File: src/rtl/guarded_counter_scrubber_pkg.sv
// Shared types and helpers for the guarded counter scrubber and its counter.
// Popcount helpers take the live width as an argument so one definition serves any WIDTH.
package guarded_counter_pkg;

  localparam int unsigned ERR_COUNT_W = 8;
  localparam int unsigned POP_MAX_W   = 64;

  typedef enum logic [2:0] {
    ST_IDLE,
    ST_RUN,
    ST_HOLD,
    ST_CHECK,
    ST_RECOVER,
    ST_FATAL
  } state_e;

  // Set bits at indices 0,2,4,... below width.
  function automatic int unsigned even_popcount(input logic [POP_MAX_W-1:0] value,
                                                input int unsigned width);
    int unsigned n;
    n = 0;
    for (int unsigned i = 0; i < POP_MAX_W; i += 2) begin
      if (i < width) n += 32'(value[i]);
    end
    return n;
  endfunction

  // Set bits at indices 1,3,5,... below width.
  function automatic int unsigned odd_popcount(input logic [POP_MAX_W-1:0] value,
                                               input int unsigned width);
    int unsigned n;
    n = 0;
    for (int unsigned i = 1; i < POP_MAX_W; i += 2) begin
      if (i < width) n += 32'(value[i]);
    end
    return n;
  endfunction

endpackage

File: src/rtl/guarded_counter_scrubber_if.sv
// Counter-side and host-side signals of the scrubber, bundled for port connection.
interface guarded_counter_scrubber_if #(
  parameter int unsigned WIDTH      = 8,
  parameter int unsigned GUARD_BITS = 4
);
  import guarded_counter_pkg::*;

  logic                   start;
  logic                   stop;
  logic                   err_ack;
  logic [WIDTH-1:0]       cnt_value;
  logic [GUARD_BITS-1:0]  cnt_even;
  logic [GUARD_BITS-1:0]  cnt_odd;
  logic                   cnt_en;
  logic                   cnt_clr;
  logic [WIDTH-1:0]       shadow;
  logic                   busy;
  logic                   err_irq;
  logic [ERR_COUNT_W-1:0] err_count;
  logic                   fatal;

  // The scrubber itself.
  modport slave (
    input  start, stop, err_ack, cnt_value, cnt_even, cnt_odd,
    output cnt_en, cnt_clr, shadow, busy, err_irq, err_count, fatal
  );

  // Counter instance plus host/status logic.
  modport master (
    output start, stop, err_ack, cnt_value, cnt_even, cnt_odd,
    input  cnt_en, cnt_clr, shadow, busy, err_irq, err_count, fatal
  );

endinterface

File: src/rtl/guarded_counter_scrubber_guard_popcount.sv
// Expected even/odd guard counts for a counter value; shared with the counter's own bench.
module guard_popcount
  import guarded_counter_pkg::*;
#(
  parameter int unsigned WIDTH      = 8,
  parameter int unsigned GUARD_BITS = 4
) (
  input  logic [WIDTH-1:0]      value,
  output logic [GUARD_BITS-1:0] even_cnt,
  output logic [GUARD_BITS-1:0] odd_cnt
);

  always_comb begin
    even_cnt = GUARD_BITS'(even_popcount(POP_MAX_W'(value), WIDTH));
    odd_cnt  = GUARD_BITS'(odd_popcount(POP_MAX_W'(value), WIDTH));
  end

endmodule

File: src/rtl/guarded_counter_scrubber.sv
// Sequences a guarded counter: gates its increment, tracks a shadow count and
// periodically pauses it to check value and guard bits, recovering or locking on faults.
module guarded_counter_scrubber
  import guarded_counter_pkg::*;
#(
  parameter int unsigned WIDTH        = 8,
  parameter int unsigned GUARD_BITS   = 4,
  parameter int unsigned SCRUB_PERIOD = 16,
  parameter int unsigned MAX_RETRY    = 3
) (
  input  logic                       clk,
  input  logic                       rstn,
  guarded_counter_scrubber_if.slave  bus
);

  localparam int unsigned PERIOD_W = (SCRUB_PERIOD > 1) ? $clog2(SCRUB_PERIOD) : 1;
  localparam int unsigned RETRY_W  = $clog2(MAX_RETRY + 1);

  state_e                 state;
  logic [PERIOD_W-1:0]    period_cnt;
  logic [RETRY_W-1:0]     retry;
  logic                   stop_pending;
  logic [WIDTH-1:0]       shadow_q;
  logic                   cnt_clr_q;
  logic                   busy_q;
  logic                   err_irq_q;
  logic [ERR_COUNT_W-1:0] err_count_q;
  logic                   fatal_q;

  logic [GUARD_BITS-1:0]  exp_even;
  logic [GUARD_BITS-1:0]  exp_odd;
  logic                   check_pass;
  logic                   stop_any;
  logic                   period_last;
  logic                   cnt_en_c;

  guard_popcount #(
    .WIDTH      (WIDTH),
    .GUARD_BITS (GUARD_BITS)
  ) u_guard_popcount (
    .value    (bus.cnt_value),
    .even_cnt (exp_even),
    .odd_cnt  (exp_odd)
  );

  always_comb begin
    stop_any    = bus.stop | stop_pending;
    period_last = (period_cnt == PERIOD_W'(SCRUB_PERIOD - 1));
    cnt_en_c    = (state == ST_RUN) && !stop_any;
    check_pass  = (bus.cnt_value == shadow_q) &&
                  (bus.cnt_even  == exp_even) &&
                  (bus.cnt_odd   == exp_odd);
  end

  assign bus.cnt_en    = cnt_en_c;
  assign bus.cnt_clr   = cnt_clr_q;
  assign bus.shadow    = shadow_q;
  assign bus.busy      = busy_q;
  assign bus.err_irq   = err_irq_q;
  assign bus.err_count = err_count_q;
  assign bus.fatal     = fatal_q;

  // Sequencer; ack is applied first so a failure in the same cycle wins.
  always_ff @(posedge clk) begin
    if (!rstn) begin
      state        <= ST_IDLE;
      period_cnt   <= '0;
      retry        <= '0;
      stop_pending <= 1'b0;
      shadow_q     <= '0;
      cnt_clr_q    <= 1'b0;
      busy_q       <= 1'b0;
      err_irq_q    <= 1'b0;
      err_count_q  <= '0;
      fatal_q      <= 1'b0;
    end else begin
      cnt_clr_q <= 1'b0;
      if (bus.err_ack) err_irq_q <= 1'b0;

      case (state)
        ST_IDLE: begin
          if (bus.start) begin
            state      <= ST_RUN;
            period_cnt <= '0;
            busy_q     <= 1'b1;
          end
        end

        ST_RUN: begin
          if (stop_any) begin
            state        <= ST_IDLE;
            busy_q       <= 1'b0;
            stop_pending <= 1'b0;
          end else begin
            shadow_q   <= shadow_q + WIDTH'(1);
            period_cnt <= period_cnt + PERIOD_W'(1);
            if (period_last) state <= ST_HOLD;
          end
        end

        // One idle cycle lets the counter's lagging guard outputs settle.
        ST_HOLD: begin
          if (bus.stop) stop_pending <= 1'b1;
          state <= ST_CHECK;
        end

        ST_CHECK: begin
          if (check_pass) begin
            retry      <= '0;
            period_cnt <= '0;
            if (stop_any) begin
              state        <= ST_IDLE;
              busy_q       <= 1'b0;
              stop_pending <= 1'b0;
            end else begin
              state <= ST_RUN;
            end
          end else begin
            err_irq_q <= 1'b1;
            if (err_count_q != '1) err_count_q <= err_count_q + ERR_COUNT_W'(1);
            retry     <= retry + RETRY_W'(1);
            cnt_clr_q <= 1'b1;
            if (bus.stop) stop_pending <= 1'b1;
            state     <= ST_RECOVER;
          end
        end

        ST_RECOVER: begin
          shadow_q   <= '0;
          period_cnt <= '0;
          if (retry == RETRY_W'(MAX_RETRY)) begin
            state   <= ST_FATAL;
            fatal_q <= 1'b1;
          end else if (stop_any) begin
            state        <= ST_IDLE;
            busy_q       <= 1'b0;
            stop_pending <= 1'b0;
          end else begin
            state <= ST_RUN;
          end
        end

        ST_FATAL: begin
          state <= ST_FATAL;
        end

        default: begin
          state  <= ST_IDLE;
          busy_q <= 1'b0;
        end
      endcase
    end
  end

endmodule

File: src/flat_wrapper.sv
// flat-port wrapper written by rule: the top's interface ports become plain ports
module guarded_counter_scrubber_flat import guarded_counter_pkg::*;
#(
  parameter int unsigned WIDTH        = 8,
  parameter int unsigned GUARD_BITS   = 4,
  parameter int unsigned SCRUB_PERIOD = 16,
  parameter int unsigned MAX_RETRY    = 3
)
  (clk, rstn, bus_start, bus_stop, bus_err_ack, bus_cnt_value, bus_cnt_even, bus_cnt_odd, bus_cnt_en, bus_cnt_clr, bus_shadow, bus_busy, bus_err_irq, bus_err_count, bus_fatal);
  guarded_counter_scrubber_if #(.WIDTH(WIDTH), .GUARD_BITS(GUARD_BITS)) bus_i ();
  input  logic clk;
  input  logic rstn;
  input wire logic [$bits(bus_i.start)-1:0] bus_start;
  input wire logic [$bits(bus_i.stop)-1:0] bus_stop;
  input wire logic [$bits(bus_i.err_ack)-1:0] bus_err_ack;
  input wire logic [$bits(bus_i.cnt_value)-1:0] bus_cnt_value;
  input wire logic [$bits(bus_i.cnt_even)-1:0] bus_cnt_even;
  input wire logic [$bits(bus_i.cnt_odd)-1:0] bus_cnt_odd;
  output wire logic [$bits(bus_i.cnt_en)-1:0] bus_cnt_en;
  output wire logic [$bits(bus_i.cnt_clr)-1:0] bus_cnt_clr;
  output wire logic [$bits(bus_i.shadow)-1:0] bus_shadow;
  output wire logic [$bits(bus_i.busy)-1:0] bus_busy;
  output wire logic [$bits(bus_i.err_irq)-1:0] bus_err_irq;
  output wire logic [$bits(bus_i.err_count)-1:0] bus_err_count;
  output wire logic [$bits(bus_i.fatal)-1:0] bus_fatal;
  assign bus_i.start = bus_start;
  assign bus_i.stop = bus_stop;
  assign bus_i.err_ack = bus_err_ack;
  assign bus_i.cnt_value = bus_cnt_value;
  assign bus_i.cnt_even = bus_cnt_even;
  assign bus_i.cnt_odd = bus_cnt_odd;
  assign bus_cnt_en = bus_i.cnt_en;
  assign bus_cnt_clr = bus_i.cnt_clr;
  assign bus_shadow = bus_i.shadow;
  assign bus_busy = bus_i.busy;
  assign bus_err_irq = bus_i.err_irq;
  assign bus_err_count = bus_i.err_count;
  assign bus_fatal = bus_i.fatal;
  guarded_counter_scrubber #(.WIDTH(WIDTH), .GUARD_BITS(GUARD_BITS), .SCRUB_PERIOD(SCRUB_PERIOD), .MAX_RETRY(MAX_RETRY)) u_core (.clk(clk), .rstn(rstn), .bus(bus_i));
endmodule
File: config.mk
export PLATFORM = sky130hd
export DESIGN_NAME = guarded_counter_scrubber_flat
export DESIGN_NICKNAME = d
export VERILOG_FILES = /design/src/rtl/guarded_counter_scrubber_pkg.sv /design/src/rtl/guarded_counter_scrubber_if.sv /design/src/rtl/guarded_counter_scrubber_guard_popcount.sv /design/src/rtl/guarded_counter_scrubber.sv /design/src/flat_wrapper.sv
export SDC_FILE = /design/constraint.sdc
export NUM_CORES = 1
export LEC_CHECK = 0
export ABC_AREA = 0
export BUFFER_PORTS_ARGS = -buffer_cell sky130_fd_sc_hd__buf_2
export CORE_MARGIN = 2
export CORE_UTILIZATION = 50
export CTS_CLUSTER_SIZE = 30
export DETAILED_ROUTE_END_ITERATION = 10
export PLACE_DENSITY = 0.72
export SYNTH_ARGS = -nofsm -noshare
export SYNTH_HDL_FRONTEND = slang
export SYNTH_HIERARCHICAL = 1
export SYNTH_SLANG_ARGS = --single-unit
File: constraint.sdc
create_clock -name clk -period 4.08 [get_ports clk]
set_input_delay 0.408 -clock clk [delete_from_list [all_inputs] [get_ports clk]]
set_output_delay 0.408 -clock clk [all_outputs]
set_load 0.1 [all_outputs]
==> impl_metrics.yaml, run 1 <==
drt:
  routed_wl_mm: 3.907
  avgRoutedWirePerCell_um: 12.73
  drc: 0
  ant_nets: 0
  drt_iter0_markers: 118
  via_per_inst: 5.329
  drtPass1Iterations: 5
  route.vias.total: 1636
clock_tree:
  cts_tree: "done"
  hold_buffers: 0
  cts_sinks: 30
  clkLatencyLatePin_ns: 0.28
  cts-root-buf: "clkbuf_8"
  clkSlewWorstSetupHoldPaths_ns: 0.06
  cts_resized: 0
  postCtsSetupRepairBufs: 0
  clockBufferDepth: 2
  cts_buffers: 5
  htreeDepth: 2
synth:
  synthCells: 219
  synth_edf_count: 0
  synth.largest_area_cell: "dfxtp_1"
  postSynth.asyncResetShare_pct: 0
  seq_area_frac_synth_pct: 31.96
  ys_types: 48
  avgSynthCellArea_um2: 8.581
  ys_top_cells_by_area: "dfxtp_1 32%, xnor2_1 9.8%, ha_1 5.3%"
  synth_warnings: 6
  synth_top_area_share_pct: 31.96
  syn-cell-area_mm2: 0.001879
  ys_seq_elements: 30
  synth_top_flop_cell: "dfxtp_1"
worst_setup_path:
  path_buf_inv: 4
  worst_path_dominant_cell_family: "adder cells"
  cp.arrival_ns: 3.03
  path_max_fanout: 15
  cp_cell_sequence: "buf_2 > inv_1 > fa_1 > inv_1 > ha_1 > ha_1 > xnor2_1 > nand4_1 > nor4_4 > buf_4 > nand2b_1 > o221a_2"
  reg2regPathDepth: 6
  crit_type: "in2reg"
  endpoint_kind: "register"
  r2r-start: "u_core/bus.shadow[2]"
  cp.depth: 12
  slowest_stage: "fa_1"
  worstPathRequired_ns: 4.31
  crit_start: "bus_cnt_value[0]"
  startpoint_type: "primary input"
  worst_path_largest_cell_delay_ns: 0.52
cells_and_area:
  area_growth_pct: 16.71
  seqCellArea_um2: 600.6
  diodes: 0
  final_cells: 307
  drive_gt1_share_pct: 24.32
  multi_input_area_mm2: 0.001144
  fillers: 362
  layout.nets: 290
pwr:
  vdd_drop_max_uv: 207.1
  powerDensity_mw_per_mm2: 317.9
  total_power_uw: 697.3
  p_leak_uw: 0.0008990
die:
  rows: 22
  dieArea_mm2: 0.004265
  die_y_um: 65.31
  initial_core_util_pct: 51.72
  die_width_um: 65.31
  core_area_mm2: 0.003633
  ios: 42
sta:
  setup_tns_ns: 0
  rsz0062_at_grt: "no"
  max_freq_mhz: 356.4
  skew_ns: 0.009155
  slew_violations: 0
  setup_viol: 0
  finalHoldViolations: 0
  post-route-period-util_pct: 68.77
  fin_crit_ns: 2.806
global_route:
  grt_max_degree: 20
  grt_pass1_wl_mm: 6.541
  grt_use_total_pct: 19.59
  grt_overflow: 0
  antenna_found_initial: 0
  grt_pass1_vias: 1510
placed_design:
  portBuffers: 41
  dpl.cell_count: 300
  dp_hpwl_mm: 2.867
  gp_congestion: 0.8037
run_status:
  status: "finished clean"
hold_path:
  hold_path_depth: 3
  hold_path.class: "in2reg"
  worstHoldStart: "bus_err_ack"
job:
  timing.max_cap.violations: 0
## flip-flops by register name (all words and copies together) (netlist names)
register	count
u_core/stop_pending	1
u_core/state	3
u_core/bus.fatal	1
u_core/bus.shadow	8
u_core/bus.busy	1
u_core/bus.err_irq	1
u_core/period_cnt	4
u_core/bus.cnt_clr	1
u_core/bus.err_count	8
u_core/retry	2
## metal layers
layer  track usage (%)  up-vias  routed length [µm]  share of wire (%)
li1                  -      839                   -                  -
met1             25.83      752                1893                 48
met2             30.48       38                1792                 46
met3             4.795        7                 168                4.3
met4             8.333        0                  53                1.4
met5                 0        -                   0                  0
## worst reg2reg max path: cells and delay by family (launching register included)
kind | cells | cell delay (ns)
AO/OA/AOI/OAI | 1 | 0.25
AND/OR/NAND/NOR | 3 | 0.84
XOR/XNOR | 1 | 0.17
buffers and inverters | 1 | 0.22
flip-flops | 1 | 0.46
## cells by family after synthesis
logic type | after synthesis | share of synthesized area, %
simple gates | 86 | 26.03
compound gates | 39 | 14.65
flops | 30 | 31.96
buf+inv | 27 | 7.389
xor+xnor | 23 | 10.72
fa+ha+maj | 10 | 7.457
mux | 3 | 1.598
other cells | 1 | 0.1995
## area by class of cell
class,count,area share (%)
well taps,48,2.738
flip-flops and latches,30,27.38
inverters,17,2.909
multi-input cells,163,52.14
clock buffers,6,3.765
clock inverters,1,1.369
repair buffers,42,9.698
## per-stage QoR
step / hold slack (ns) / setup WS (ns) / instance area (µm²) / util (%)
finish: 0.4057 / 1.274 / 2193 / 60.37
global route: 0.4082 / 1.104 / 2193 / 60.37
CTS: 0.4059 / 1.287 / 2193 / 60.37
detailed placement: 0.4622 / 0.9898 / 2081 / 57.27
global placement: 0.4473 / 1.030 / 2081 / 57.27
floorplan: 0.4463 / 1.461 / 1883 / -
## Yosys cell counts, types with 3 or more instances
cell type,n
a21oi_1,8
a31oi_1,7
buf_6,4
clkbuf_1,4
dfxtp_1,30
ha_1,8
inv_1,17
mux2i_1,3
nand2_1,18
nand2b_1,5
nand3_1,10
nand4_1,7
nor2_1,17
nor3_1,5
o21ai_0,9
xnor2_1,21
## path summary, 6_finish.rpt
| kind | endpoint | slack (ns) |
|---|---|---|
| max | u_core/bus.err_count[6] | 1.27 |
| min | u_core/bus.err_irq | 0.41 |
| max reg2reg | u_core/bus.err_count[6] | 2.08 |
| min reg2reg | u_core/bus.fatal | 0.48 |
## power breakdown
part,switching [µW],internal (µW),leakage (µW)
logic,56.0,37.8,0.000599
clock network,107,195,0.0000573
registers,5.26,296,0.000242
## layout by cell type, fill, tap and decap left out, types with 6 or more instances in the layout
cell / count
buf_2: 41
dfxtp_1: 30
xnor2_1: 21
nand2_1: 18
nor2_1: 17
inv_1: 17
nand3_1: 10
o21ai_0: 9
a21oi_1: 8
ha_1: 8
nand4_1: 7
a31oi_1: 7
clkbuf_8: 6
(Power assumes the default switching activity.)
==> run 2, diff against run 1 <==
- clock period: 4.08 -> 2.7 ns (I/O delays scaled with it)
==> run 2 against run 1 <==
Compared with the run above:
- combinational power grew 58%
- worst setup slack got worse by 1.0 ns
- non-clock buffer count up 4
- die area did not move
- wire length is 3.5% higher
- register-to-register slack got worse by 1.3 ns
- cell area grew 1.8%
- critical path type unchanged
==> impl_metrics.yaml, run 2 (synthesis results as in run 1) <==
worst_setup_path:
  cp.arrival_ns: 2.68
  worst_path_dominant_cell_family: "adder cells"
  endpoint_kind: "register"
  timing.rr.end: "u_core/bus.err_count[1]"
  path_buf_inv: 4
  worst_path_largest_cell_delay_ns: 0.55
  reg2regPathDepth: 5
  crit_type: "in2reg"
  path_max_fanout: 10
  startpoint_type: "primary input"
  cp_cell_sequence: "buf_2 > inv_1 > fa_1 > inv_1 > ha_1 > ha_1 > xnor2_1 > nand4_1 > nor4_4 > nand2b_1 > buf_12 > o221a_2"
  r2r-start: "u_core/state[1]"
  worstPathRequired_ns: 2.92
  slowest_stage: "fa_1"
  reg2reg_slack_ns: 0.75
pwr:
  power_frac_clock_pct: 42.0
  p_comb_share_pct: 14.2
  p_int_uw: 778.4
  vdd_drop_max_uv: 264.5
  power_switching_uw: 261.1
  powerDensity_mw_per_mm2: 465.7
  p_leak_uw: 0.0009253
  seq_power_share_pct: 43.8
  p_sw_share_pct: 25.12
cells_and_area:
  area_growth_pct: 18.77
  final_cell_mix: "41 x buf_2, 30 x dfxtp_1, 21 x xnor2_1"
  final_util_pct: 61.43
  fillers: 355
  final_area_mm2: 0.002232
  seqCellArea_um2: 600.6
  final_common_cell: "buf_2"
  multi_input_area_mm2: 0.001144
  diodes: 0
  drive_gt1_share_pct: 25.76
  layout.nets: 294
hold_path:
  hold_path.class: "in2reg"
  hold_path_depth: 3
  holdPathEnd: "u_core/bus.err_irq"
  worstHoldStart: "bus_err_ack"
sta:
  fin_crit_ns: 2.464
  skew_ns: 0.006253
  max_freq_mhz: 405.8
  setup_slack_ns: 0.2356
  slew_violations: 0
  finalHoldViolations: 0
  setup_viol: 0
  rsz0062_at_grt: "no"
  post-route-period-util_pct: 91.28
clock_tree:
  cts_sinks: 30
  clockBufferDepth: 2
  hold_buffers: 0
  htreeDepth: 2
  clkSlewWorstSetupHoldPaths_ns: 0.07
  clkLatencyLatePin_ns: 0.27
  cts-root-buf: "clkbuf_8"
  cts_buffers: 5
  cts_tree: "done"
  cts_resized: 0
  postCtsSetupRepairBufs: 0
global_route:
  grt_max_degree: 20
  antenna_found_initial: 0
  grt_overflow: 0
  grt_pass1_vias: 1497
  grt_use_total_pct: 20.03
  grt_pass1_wl_mm: 6.713
placed_design:
  portBuffers: 41
  gp_congestion: 0.7815
  placed_cell_area_mm2: 0.002123
  dp_hpwl_mm: 3.071
  dp_worst_setup_slack_ns: -0.06139
drt:
  avgRoutedWirePerCell_um: 12.96
  ant_nets: 0
  via_per_inst: 5.353
  route.vias.total: 1670
  drtPass1Iterations: 4
  routed_wl_mm: 4.043
  drc: 0
  drt_iter0_markers: 102
die:
  die_y_um: 65.31
  ios: 42
  dieArea_mm2: 0.004265
  core_area_mm2: 0.003633
  initial_core_util_pct: 51.72
  rows: 22
  die_width_um: 65.31
run_status:
  status: "finished clean"
job:
  timing.max_cap.violations: 0
-- run 2: cell count changes in the layout (fill, tap and decap cells not counted), sizes merged --
cell / previous run / this run
buf: 42 / 46
clkbuf: 6 / 5
clkinv: 0 / 2
-- run 2: worst max-delay path by stage --
stage,startpoint,to,cells after the start
final,bus_cnt_value[0],u_core/bus.err_count[6],12
after global routing,bus_cnt_value[0],u_core/stop_pending,12
after CTS,bus_cnt_value[0],u_core/bus.err_count[6],12
after detailed placement,bus_cnt_value[0],u_core/bus.err_count[6],12
after global placement,bus_cnt_value[0],u_core/bus.err_count[6],12
after floorplan,bus_cnt_value[0],u_core/bus.err_count[6],11
-- run 2: area by class of cell --
cell class / count / area share [%]
flip-flops and latches: 30 / 26.91
clock buffers: 5 / 3.083
clock inverters: 3 / 1.794
multi-input cells: 163 / 51.23
repair buffers: 46 / 11.43
inverters: 17 / 2.859
well taps: 48 / 2.691
-- run 2: power groups by stage --
stage | sequential (µW) | clock [µW] | combinational, µW
floorplan | 479 | 0 | 92.8
global placement | 465 | 0 | 143
detailed placement | 465 | 0 | 149
CTS | 455 | 446 | 149
global route | 456 | 466 | 161
finish | 455 | 437 | 148
-- run 2: layer usage --
layer	global-route usage, %	wire [µm]	vias to the layer above
met1	25.54	1851	774
met4	5.469	19	0
met3	4.110	189	2
met5	0	0	-
li1	-	-	852
met2	34.31	1984	42
-- run 2: worst register-to-register path, delay by kind of cell (launching register included) --
family           cells  cell delay, ns
AO/OA/AOI/OAI        1            0.14
AND/OR/NAND/NOR      4            1.17
flip-flops           1            0.58
-- run 2: through the flow --
stage / TNS, ns / total power, µW / std cells / hold slack [ns]
finish: 0 / 1039 / 312 / 0.2545
global route: 0 / 1083 / 312 / 0.2530
CTS: 0 / 1049 / 312 / 0.2471
detailed placement: -0.4769 / 613.4 / 304 / 0.4698
global placement: 0 / 608.0 / 304 / 0.4474
floorplan: 0 / 571.5 / 220 / 0.4463
==> run 3, diff against run 2 <==
- GPL_TIMING_DRIVEN: unset -> 0
==> run 3 against run 2 <==
Compared with the run above:
- combinational power is essentially flat
- clock power down 12%
- global-route usage up 0.97 points
- power shrank 5.4%
- hold slack got worse by 0.013 ns
- cell area up 0.28%
- clock skew is 0.00098 ns higher
- cell count grew 1.3%
==> impl_metrics.yaml, run 3 (synthesis results as in run 1) <==
run_status:
  status: "finished clean"
placed_design:
  dp_hpwl_mm: 3.042
  gp_congestion: 0.7988
  portBuffers: 40
cells_and_area:
  drive_gt1_share_pct: 25.37
  final_cell_mix: "40 x buf_2, 30 x dfxtp_1, 21 x xnor2_1"
  layout.nets: 298
  final_common_cell: "buf_2"
  area_growth_pct: 19.11
  diodes: 0
  fillers: 360
clock_tree:
  clockBufferDepth: 2
  postCtsSetupRepairBufs: 0
  hold_buffers: 0
  cts_sinks: 30
  cts_tree: "done"
  cts_buffers: 5
  cts_resized: 0
  clkLatencyLatePin_ns: 0.29
  htreeDepth: 2
  cts-root-buf: "clkbuf_8"
  clkSlewWorstSetupHoldPaths_ns: 0.07
sta:
  skew_ns: 0.007230
  max_slew.worst_pin.slew_ns: 0.5311
  post-route-period-util_pct: 92.76
  whs_ns: 0.2420
  fin_crit_ns: 2.504
  rsz0062_at_grt: "no"
  slew_violations: 0
  setup_viol: 0
  slew_headroom_pct: 64.60
  finalHoldViolations: 0
  max_freq_mhz: 399.3
global_route:
  grt_pass1_vias: 1483
  grt_overflow: 0
  grt_use_total_pct: 21.00
  grt_max_degree: 11
  antenna_found_initial: 0
  grt_pass1_wl_mm: 6.817
worst_setup_path:
  endpoint_kind: "register"
  cp.arrival_ns: 2.74
  startpoint_type: "primary input"
  slowest_stage: "fa_1"
  worst_path_largest_cell_delay_ns: 0.52
  worst_path_dominant_cell_family: "adder cells"
  cp_cell_sequence: "buf_2 > inv_1 > fa_1 > inv_1 > ha_1 > ha_1 > xnor2_1 > nand4_1 > nor4_4 > nand2b_1 > buf_6 > o221a_2"
  crit_type: "in2reg"
  worstPathRequired_ns: 2.93
  path_max_fanout: 10
  path_buf_inv: 4
pwr:
  total_power_uw: 983.7
  p_leak_uw: 0.0009196
  powerDensity_mw_per_mm2: 439.5
  vdd_drop_max_uv: 286.5
die:
  dieArea_mm2: 0.004265
  die_width_um: 65.31
  core_area_mm2: 0.003633
  ios: 42
  rows: 22
  initial_core_util_pct: 51.72
  die_y_um: 65.31
drt:
  ant_nets: 0
  drc: 0
  drt_iter0_markers: 126
  via_per_inst: 5.345
  routed_wl_mm: 4.066
  route.vias.total: 1689
  avgRoutedWirePerCell_um: 12.87
  drtPass1Iterations: 4
job:
  timing.max_cap.violations: 0
hold_path:
  hold_path.class: "in2reg"
[run 3: cell types whose count changed in the layout (fill, tap and decap cells not counted)]
cell        delta
buf_4          -2
clkbuf_1       +4
clkinv_2       -1
buf_2          -1
buf_6          +4
clkinvlp_4     +1
buf_12         -1
clkbuf_8       +1
bufinv_16      -1
[run 3: routing by layer]
| metal | part of all wire [%] | wire (µm) | global-route usage [%] |
|---|---|---|---|
| met5 | 0 | 0 | 0 |
| met4 | 1.6 | 66 | 10.16 |
| met3 | 5.6 | 226 | 6.507 |
| met2 | 46 | 1876 | 32.14 |
| met1 | 47 | 1896 | 26.80 |
[run 3: worst reg2reg max path, cell delays in order (launching register included)]
cell	delay (ns)
dfxtp_1	0.44
xnor2_1	0.17
nand4_1	0.17
nor4_4	0.47
nand2b_1	0.18
buf_6	0.14
o221a_2	0.18
[run 3: worst paths after layout]
kind	depth (start not counted)	start	end	slack (ns)
max	12	bus_cnt_value[0]	u_core/bus.err_count[6]	0.20
min	3	bus_err_ack	u_core/bus.err_irq	0.24
max reg2reg	6	u_core/bus.shadow[2]	u_core/bus.err_count[6]	0.89
min reg2reg	2	u_core/bus.fatal	u_core/bus.fatal	0.47
[run 3: cell type report]
cell class                      instances  area (µm²)  share of cell area [%]
Buffer                                 10       75.07                   3.354
Clock buffer                            6       82.58                   3.689
Clock inverter                          2       12.51                  0.5590
Inverter                               17       63.81                   2.851
Multi-Input combinational cell        163        1144                   51.09
Sequential cell                        30       600.6                   26.83
Tap cell                               48       60.06                   2.683
Timing Repair Buffer                   40       200.2                   8.944
[run 3: where the power goes]
part | total (µW) | switching, µW | internal, µW
registers | 453 | 5.60 | 447
logic | 148 | 88.1 | 60.1
clock network | 383 | 178 | 205
[run 3: per-stage QoR]
stage	util, %	setup TNS (ns)	setup slack (ns)	cell area (µm²)	cells
after floorplan	-	0	0.2186	1883	220
after global placement	58.99	-0.9485	-0.09428	2143	308
after detailed placement	58.99	-1.580	-0.1296	2143	308
after CTS	61.60	0	0.1741	2238	316
after global routing	61.60	0	0.06516	2238	316
final	61.60	0	0.1956	2238	316
